--- config.mk ---
export PLATFORM = sky130hd
export DESIGN_NAME = hvac_sequencer
export DESIGN_NICKNAME = d
export VERILOG_FILES = /design/src/rtl/hvac_sequencer.sv
export SDC_FILE = /design/constraint.sdc
export NUM_CORES = 1
export LEC_CHECK = 0
export ABC_AREA = 1
export BUFFER_PORTS_ARGS = -buffer_cell sky130_fd_sc_hd__buf_2
export CORE_UTILIZATION = 51
export DETAILED_ROUTE_END_ITERATION = 10
export PLACE_DENSITY = 0.7
export SLEW_MARGIN = 20
export SYNTH_ARGS = -nofsm -noshare
export SYNTH_HDL_FRONTEND = slang
export SYNTH_SLANG_ARGS = --single-unit
--- constraint.sdc ---
create_clock -name clk -period 4.3 [get_ports clk]
set_clock_uncertainty 0.2 [all_clocks]
set_input_delay 0.43 -clock clk [delete_from_list [all_inputs] [get_ports clk]]
set_output_delay 0.43 -clock clk [all_outputs]
set_load 0.01 [all_outputs]
--- src/rtl/hvac_sequencer.sv ---
// rtl/hvac_sequencer.sv - sampled-temperature HVAC mode sequencer with debounce, hold and dead time
module hvac_sequencer #(
  parameter logic [7:0] TEMP_LOW    = 8'd20,
  parameter logic [7:0] TEMP_MED    = 8'd30,
  parameter logic [7:0] TEMP_HIGH   = 8'd45,
  parameter int         MIN_HOLD    = 4,
  parameter int         DEAD_CYCLES = 3,
  parameter int         ACK_TIMEOUT = 16
) (
  input  logic       clk,
  input  logic       reset,
  input  logic       sample_tick,
  output logic       sense_req,
  input  logic       sense_ack,
  input  logic [7:0] sense_data,
  output logic       heater_on,
  output logic       cooler_on,
  output logic       AC_on,
  output logic [1:0] mode,
  output logic       busy,
  output logic       sensor_fault,
  output logic       tick_missed
);

  localparam logic [3:0] HOLD_SAT  = 4'(MIN_HOLD);
  localparam logic [3:0] DEAD_LAST = 4'(DEAD_CYCLES - 1);
  localparam logic [7:0] ACK_LAST  = 8'(ACK_TIMEOUT - 1);

  localparam logic [1:0] M_OFF  = 2'd0;
  localparam logic [1:0] M_HEAT = 2'd1;
  localparam logic [1:0] M_COOL = 2'd2;
  localparam logic [1:0] M_AC   = 2'd3;

  typedef enum logic [1:0] {S_IDLE, S_REQ, S_EVAL, S_DEAD} state_t;

  state_t     state;
  logic [7:0] sense_q;
  logic [7:0] req_cnt;
  logic [3:0] hold;
  logic [3:0] dead_cnt;
  logic       pend_valid;
  logic [1:0] pend_zone;
  logic [1:0] target;
  logic [1:0] zone;
  logic       change_ok;

  // Classify the captured sample into the mode its temperature zone calls for
  always_comb begin
    zone = M_OFF;
    if (sense_q < TEMP_LOW)
      zone = M_HEAT;
    else if (sense_q < TEMP_MED)
      zone = M_OFF;
    else if (sense_q < TEMP_HIGH)
      zone = M_COOL;
    else
      zone = M_AC;
  end

  // A change needs the same new zone twice in a row and a fully served hold period
  assign change_ok = pend_valid && (pend_zone == zone) && (hold >= HOLD_SAT);

  // Sequencer: sample handshake, debounced decision, break-before-make dead time
  always_ff @(posedge clk or posedge reset) begin
    if (reset) begin
      state        <= S_IDLE;
      sense_req    <= 1'b0;
      heater_on    <= 1'b0;
      cooler_on    <= 1'b0;
      AC_on        <= 1'b0;
      mode         <= M_OFF;
      busy         <= 1'b0;
      sensor_fault <= 1'b0;
      tick_missed  <= 1'b0;
      sense_q      <= 8'd0;
      req_cnt      <= 8'd0;
      hold         <= HOLD_SAT;
      dead_cnt     <= 4'd0;
      pend_valid   <= 1'b0;
      pend_zone    <= M_OFF;
      target       <= M_OFF;
    end else begin
      // A tick is only served from IDLE; anywhere else it is reported and dropped
      tick_missed <= sample_tick && (state != S_IDLE);
      case (state)
        S_IDLE: begin
          if (sample_tick) begin
            state     <= S_REQ;
            sense_req <= 1'b1;
            busy      <= 1'b1;
            req_cnt   <= 8'd0;
          end
        end
        S_REQ: begin
          if (sense_ack) begin
            sense_q   <= sense_data;
            sense_req <= 1'b0;
            state     <= S_EVAL;
          end else if (req_cnt == ACK_LAST) begin
            // Sensor is silent: fail safe to OFF at once, no dead time needed
            sense_req    <= 1'b0;
            state        <= S_IDLE;
            busy         <= 1'b0;
            sensor_fault <= 1'b1;
            heater_on    <= 1'b0;
            cooler_on    <= 1'b0;
            AC_on        <= 1'b0;
            mode         <= M_OFF;
            pend_valid   <= 1'b0;
            hold         <= HOLD_SAT;
          end else begin
            req_cnt <= req_cnt + 8'd1;
          end
        end
        S_EVAL: begin
          sensor_fault <= 1'b0;
          if (hold < HOLD_SAT)
            hold <= hold + 4'd1;
          if (zone == mode) begin
            pend_valid <= 1'b0;
            state      <= S_IDLE;
            busy       <= 1'b0;
          end else if (change_ok) begin
            heater_on <= 1'b0;
            cooler_on <= 1'b0;
            AC_on     <= 1'b0;
            target    <= zone;
            dead_cnt  <= 4'd0;
            state     <= S_DEAD;
          end else begin
            pend_valid <= 1'b1;
            pend_zone  <= zone;
            state      <= S_IDLE;
            busy       <= 1'b0;
          end
        end
        S_DEAD: begin
          if (dead_cnt == DEAD_LAST) begin
            mode       <= target;
            heater_on  <= (target == M_HEAT);
            cooler_on  <= (target == M_COOL);
            AC_on      <= (target == M_AC);
            hold       <= 4'd0;
            pend_valid <= 1'b0;
            state      <= S_IDLE;
            busy       <= 1'b0;
          end else begin
            dead_cnt <= dead_cnt + 4'd1;
          end
        end
        default: state <= S_IDLE;
      endcase
    end
  end

endmodule

== Yosys cells after proc, flatten, opt, wreduce, memory -nomap -nowiden ==
Cells that the tools add are included.

* Add/subtract/negate cells: 3
* Multipliers: 0
* Divide/modulo/power cells: 0
* Order comparisons: 5
* Equal/unequal tests: 21
* Shifts and indexed selects: 0
* Mux-type cells: 49
* Bitwise operators: 2
* Reduce and logical (&&, ||, !) cells: 23

{| class="wikitable"
|+ Operators with widths
! cell !! count
|-
| 4-bit 2-to-1 mux || 7
|-
| 8-bit 2-to-1 mux || 3
|-
| 2-bit 2-to-1 mux || 10
|-
| 2-bit inequality test, second input constant || 9
|-
| 1-bit 2-to-1 mux || 17
|-
| 8-bit by 5-bit less-than comparator with 1-bit output, second input constant || 2
|-
| 8-bit case mux with 2 select lines || 1
|-
| 3-bit AND reduction || 5
|-
| 5-bit AND reduction || 3
|-
| 1-bit case mux with 3 select lines || 4
|-
| 4-bit case mux with 3 select lines || 1
|-
| 4-bit AND reduction || 3
|-
| 2-bit nonzero test || 5
|-
| 4-bit by 1-bit adder with 4-bit output, second input constant || 2
|-
| 8-bit by 1-bit adder with 8-bit output, second input constant || 1
|-
| 2-bit equality test, second input constant || 4
|-
| 8-bit by 4-bit equality test with 1-bit output, second input constant || 1
|-
| 8-bit by 6-bit less-than comparator with 1-bit output, second input constant || 1
|-
| 2-bit case mux with 4 select lines || 1
|-
| 4-bit case mux with 2 select lines || 1
|-
| 3-bit inequality test, second input constant || 2
|-
| 6-bit AND reduction || 1
|-
| 2-bit by 1-bit equality test with 1-bit output, second input constant || 2
|-
| 2-bit equality test || 2
|-
| other kinds (11) || 15
|}

* Register bits: 40
* Latch bits: 0
* RAM bits: 0
* Bits in read-only memories: 0
* Memories: 0

== Longest topological paths before layout ==
* Word-level depth: 10
* Depth in mapped cells: 13
* Mapped depth without buffers: 12

== Least setup slack after synthesis ==
OpenSTA, ideal clock, no wires.

* Path kind: register -> register
* Start: register req_cnt[0]
* End: register req_cnt[5]
* Arrival time: 1.450 ns
* Slack: 2.555 ns
* Cell stages (with the launch flop): 9
* Path through: dfrtp_1 ha_1 nand3_1 nor2_1 nor2_1 nand2_1 nand2_4 inv_2 o31ai_1

* Longest elaborated chain between the ends: 4
* Elaborated cells between the ends (all ways): 7
* Those cells by class: add/sub: 1; eq/ne: 2; mux: 3; reduce/logical: 1

{| class="wikitable"
|+ Ends and longest elaborated chain
! item !! RTL line !! text
|-
| start: declaration || 38 || <nowiki>logic [7:0] req_cnt;</nowiki>
|-
| start signal: assignment || 112 || <nowiki>req_cnt <= req_cnt + 8'd1;</nowiki>
|-
| 8-bit by 1-bit adder with 8-bit output || 112 ||
|-
| 8-bit 2-to-1 mux || 99 || <nowiki>end else if (req_cnt == ACK_LAST) begin</nowiki>
|-
| 8-bit 2-to-1 mux || 95 || <nowiki>if (sense_ack) begin</nowiki>
|-
| 8-bit case mux with 2 select lines || 85 || <nowiki>case (state)</nowiki>
|}

Several ways; a longest one is shown, not always the timed one. The select of a mux whose other input is x is not followed.
A chain may end at the register's enable or synchronous reset.

== Final worst setup path ==
* Start: register req_cnt[0]
* End: register hold[1]

* Longest elaborated chain between the ends: 3

{| class="wikitable"
|+ Ends and longest elaborated chain
! item !! RTL line !! text
|-
| 8-bit by 4-bit equality test with 1-bit output || 99 ||
|-
| 2-bit inequality test (no line) || n/a ||
|-
| 5-bit AND reduction (no line) || n/a ||
|-
| end signal: assignment || 118 || <nowiki>hold <= hold + 4'd1;</nowiki>
|-
| end: declaration || 39 || <nowiki>logic [3:0] hold;</nowiki>
|}

No other way between the ends.

==> reports/qor.csv <==
stage;metric;value;unit
critical_path;critical path class;reg -> reg;
synth;synthesized net count;283;
power_and_ir_drop;Static Leak;1.29;nW
route;via count;1702;
floorplanning;DIE HEIGHT;66.0;um
power_and_ir_drop;maximum VDD drop;307;uV
placed_design;Place WS;2.33;ns
clock_tree;Max Root-Sink Buffers;2;
synth;Yosys warning count;0;
synth;synthesized area;2090;sq um
route;DRT Wirelength;3890;um
synth;main area contributors after synthesis;dfrtp_1, nand2_1, inv_1;
synth;area leader, netlist;dfrtp_1;
critical_path;R2R setup slack;2.28;ns
final_layout;Final Cell Area;2350;sq um
final_layout;fraction of final layout cells with drive strength greater than 1;15.6;%
route;DRT iter0 DRCs;88;
final_layout;Nets;309;
route;Routed Antenna Nets;0;
grt;initial antenna violation count;0;
sta;final hold vios;0;
synth;post-synthesis xor/xnor area fraction;2.52;%
synth;Syn Inst Count;267;
power_and_ir_drop;pwr/cell area;608;nW/um^2
critical_path;Arrival @ worst endpoint;1.98;ns
critical_path;worst r2r dst;hold[1];
critical_path;reg2reg start;req_cnt[0];
grt;vias in the first global route;1605;
synth;post-synthesis mux area share;0.539;%
worst_hold_path;min-delay worst type;in -> async;
clock_tree;Post-CTS Repair Setup Buffers;0;
synth;share of the yosys chip area belonging to registers;48.0;%
route;via/cell ratio;4.98;
floorplanning;I/O pin total;21;
floorplanning;Initial Util;55.0;%
grt;first-pass GRT wire length;6880;um
sta;Final Max Slew Viols;0;
floorplanning;die area;4350;sq um
clock_tree;CTS tree;done;
synth;top-area cell type share of the netlist area;46.7;%
clock_tree;Num CTS Buffers;5;
job;Max-cap violations;0;
final_layout;Synth-to-Final Area Change;12.5;%
sta;max frequency;496;MHz
clock_tree;Clock Tree Root;clkbuf_8;
sta;setup TNS;0;ns
critical_path;CP required;4.27;ns
clock_tree;clock-pin slew on the worst setup and hold paths;0.08;ns
route;first drt pass iteration count;4;
grt;Remaining Overflow, GRT;0;
placed_design;Placed Area;2240;sq um
grt;largest net degree at the start of global routing;41;
sta;Worst-Margin Slew;0.491;ns
floorplanning;Core ar.;3800;sq um
final_layout;Fillers;343;
floorplanning;# rows;22;
synth;synthesized area per cell;7.82;sq um
sta;fin crit share;46.9;%
grt;global router's overall resource usage;21.1;%
sta;minimum clock period;2.02;ns
synth;post-synthesis adder-cell area fraction;2.40;%
critical_path;Critical Path End Type;flop;
critical_path;critical path fanouts, max;7;
synth;Seq cells post-synth;40;
clock_tree;H-tree depth;2;
outcome;status;finished clean;
synth;largest family of logic cells by synthesized area;simple AND/OR/NAND/NOR gates;
route;routed len/inst;11.4;um
critical_path;Setup crit start kind;flop;
synth;post-synthesis cell type count;27;
placed_design;IO buf count;20;
clock_tree;Sink Count;40;
synth;post-synthesis simple-gate area fraction;30.3;%
critical_path;FF-to-FF path depth;8;
sta;worst hold slack;0.0472;ns
route;# DRC;0;
sta;Slew headroom;67.3;%
placed_design;dpl hpwl;2780;um
clock_tree;CTS Hold Buffers Added;0;
synth;Compound-Gate Fraction of Synth Area;7.61;%
placed_design;GP Congestion;0.840;
floorplanning;Die W;66.0;um
clock_tree;Gates resized, CTS repair;0;
sta;PnR worst setup slack;2.28;ns
final_layout;Diodes inserted;0;
sta;# setup viols final;0;
sta;RSZ-0062 raised after global routing;false;
clock_tree;worst skew pair latency;0.29;ns
## flip-flops by register name, summed over array words and instances, names as in the netlist
signal	flops
AC_on	1
sense_req	1
tick_missed	1
hold	4
heater_on	1
sense_q	8
sensor_fault	1
pend_valid	1
busy	1
mode	2
target	2
req_cnt	8
dead_cnt	4
cooler_on	1
state	2
pend_zone	2
## logic make-up (layout without fill, tap and decap cells)
family / after synthesis / count (layout)
AND/OR/NAND/NOR: 141 / 141
buffers and inverters: 46 / 73
flip-flops: 40 / 40
AO/OA/AOI/OAI: 29 / 29
XOR/XNOR: 6 / 6
adder cells (fa/ha/maj): 4 / 4
multiplexers: 1 / 1
## cells in the mapped netlist
| cell type | number |
|---|---|
| inv_2 | 3 |
| nand4_1 | 10 |
| o21ai_0 | 10 |
| a21oi_1 | 11 |
| xor2_1 | 6 |
| nor3_1 | 3 |
| nand2_2 | 3 |
| o21ai_2 | 1 |
| o21bai_1 | 1 |
| clkbuf_1 | 1 |
| nand3_2 | 2 |
| dfrtp_1 | 39 |
| dfstp_2 | 1 |
| nand2_1 | 69 |
| mux2_2 | 1 |
| o21ai_1 | 3 |
| inv_1 | 41 |
| buf_6 | 1 |
| nand2_4 | 1 |
| nor2_4 | 2 |
| o31ai_1 | 2 |
| a211oi_1 | 1 |
| nand3_1 | 18 |
| nor2_1 | 29 |
| nor2_2 | 2 |
| ha_1 | 4 |
| or2_2 | 2 |
## power by group
part / internal (mW) / leakage, nW / switching (mW)
Combinational: 0.182 / 0.728 / 0.354
Sequential: 0.499 / 0.508 / 0.0937
Clock: 0.172 / 0.0552 / 0.127
Total: 0.853 / 1.29 / 0.575
## through the flow
step           util, %  std cells  power, mW
3_5_place_dp      59.0        334       1.13
5_1_grt           61.8        342       1.57
4_1_cts           61.8        342       1.44
6_report          61.8        342       1.43
2_1_floorplan        -        267      0.997
3_3_place_gp      59.0        334       1.12
## critical path, cell delays in order, from the launching register on
cell	delay (ns)
dfrtp_1	0.38
ha_1	0.22
nand3_1	0.14
o21ai_1	0.24
nand3_2	0.12
nor2_2	0.28
o21ai_2	0.17
nand2_1	0.08
o21ai_0	0.07
## area by class of cell
cell class	count	area [sq um]	share of cell area, %
multi-input cells	181	906	38.6
clock inverters	2	35.0	1.49
clock buffers	6	72.6	3.09
repair buffers	21	108	4.58
flip-flops and latches	40	1000	42.7
well taps	48	60.1	2.56
inverters	44	165	7.03
## layer usage
layer / wire length, um / track usage, % / vias up
met5: 0 / 0 / -
met1: 1920 / 27.8 / 780
li1: - / - / 893
met2: 1800 / 33.8 / 24
met4: 50 / 6.91 / 0
met3: 114 / 5.17 / 5
## worst max path at each step
| stage | depth (start not counted) | endpoint | startpoint | slack, ns |
|---|---|---|---|---|
| floorplan | 8 | req_cnt[5] | req_cnt[0] | 2.56 |
| global placement | 8 | hold[1] | state[0] | 2.33 |
| detailed placement | 8 | hold[1] | state[0] | 2.33 |
| CTS | 8 | hold[1] | state[0] | 2.31 |
| global route | 9 | req_cnt[3] | req_cnt[0] | 2.14 |
| finish | 8 | hold[1] | req_cnt[0] | 2.28 |
## placed cells by master, fill, tap and decap left out, types with 2 or more instances in the layout
cell type	netlist	final
a21oi_1	11	11
buf_2	0	20
clkbuf_8	0	5
dfrtp_1	39	39
ha_1	4	4
inv_1	41	41
inv_2	3	3
nand2_1	69	69
nand2_2	3	3
nand3_1	18	18
nand3_2	2	2
nand4_1	10	10
nor2_1	29	29
nor2_2	2	2
nor2_4	2	2
nor3_1	3	3
o21ai_0	10	10
o21ai_1	3	3
o31ai_1	2	2
or2_2	2	2
xor2_1	6	6
Note: power is estimated with default switching activity, not from simulation.
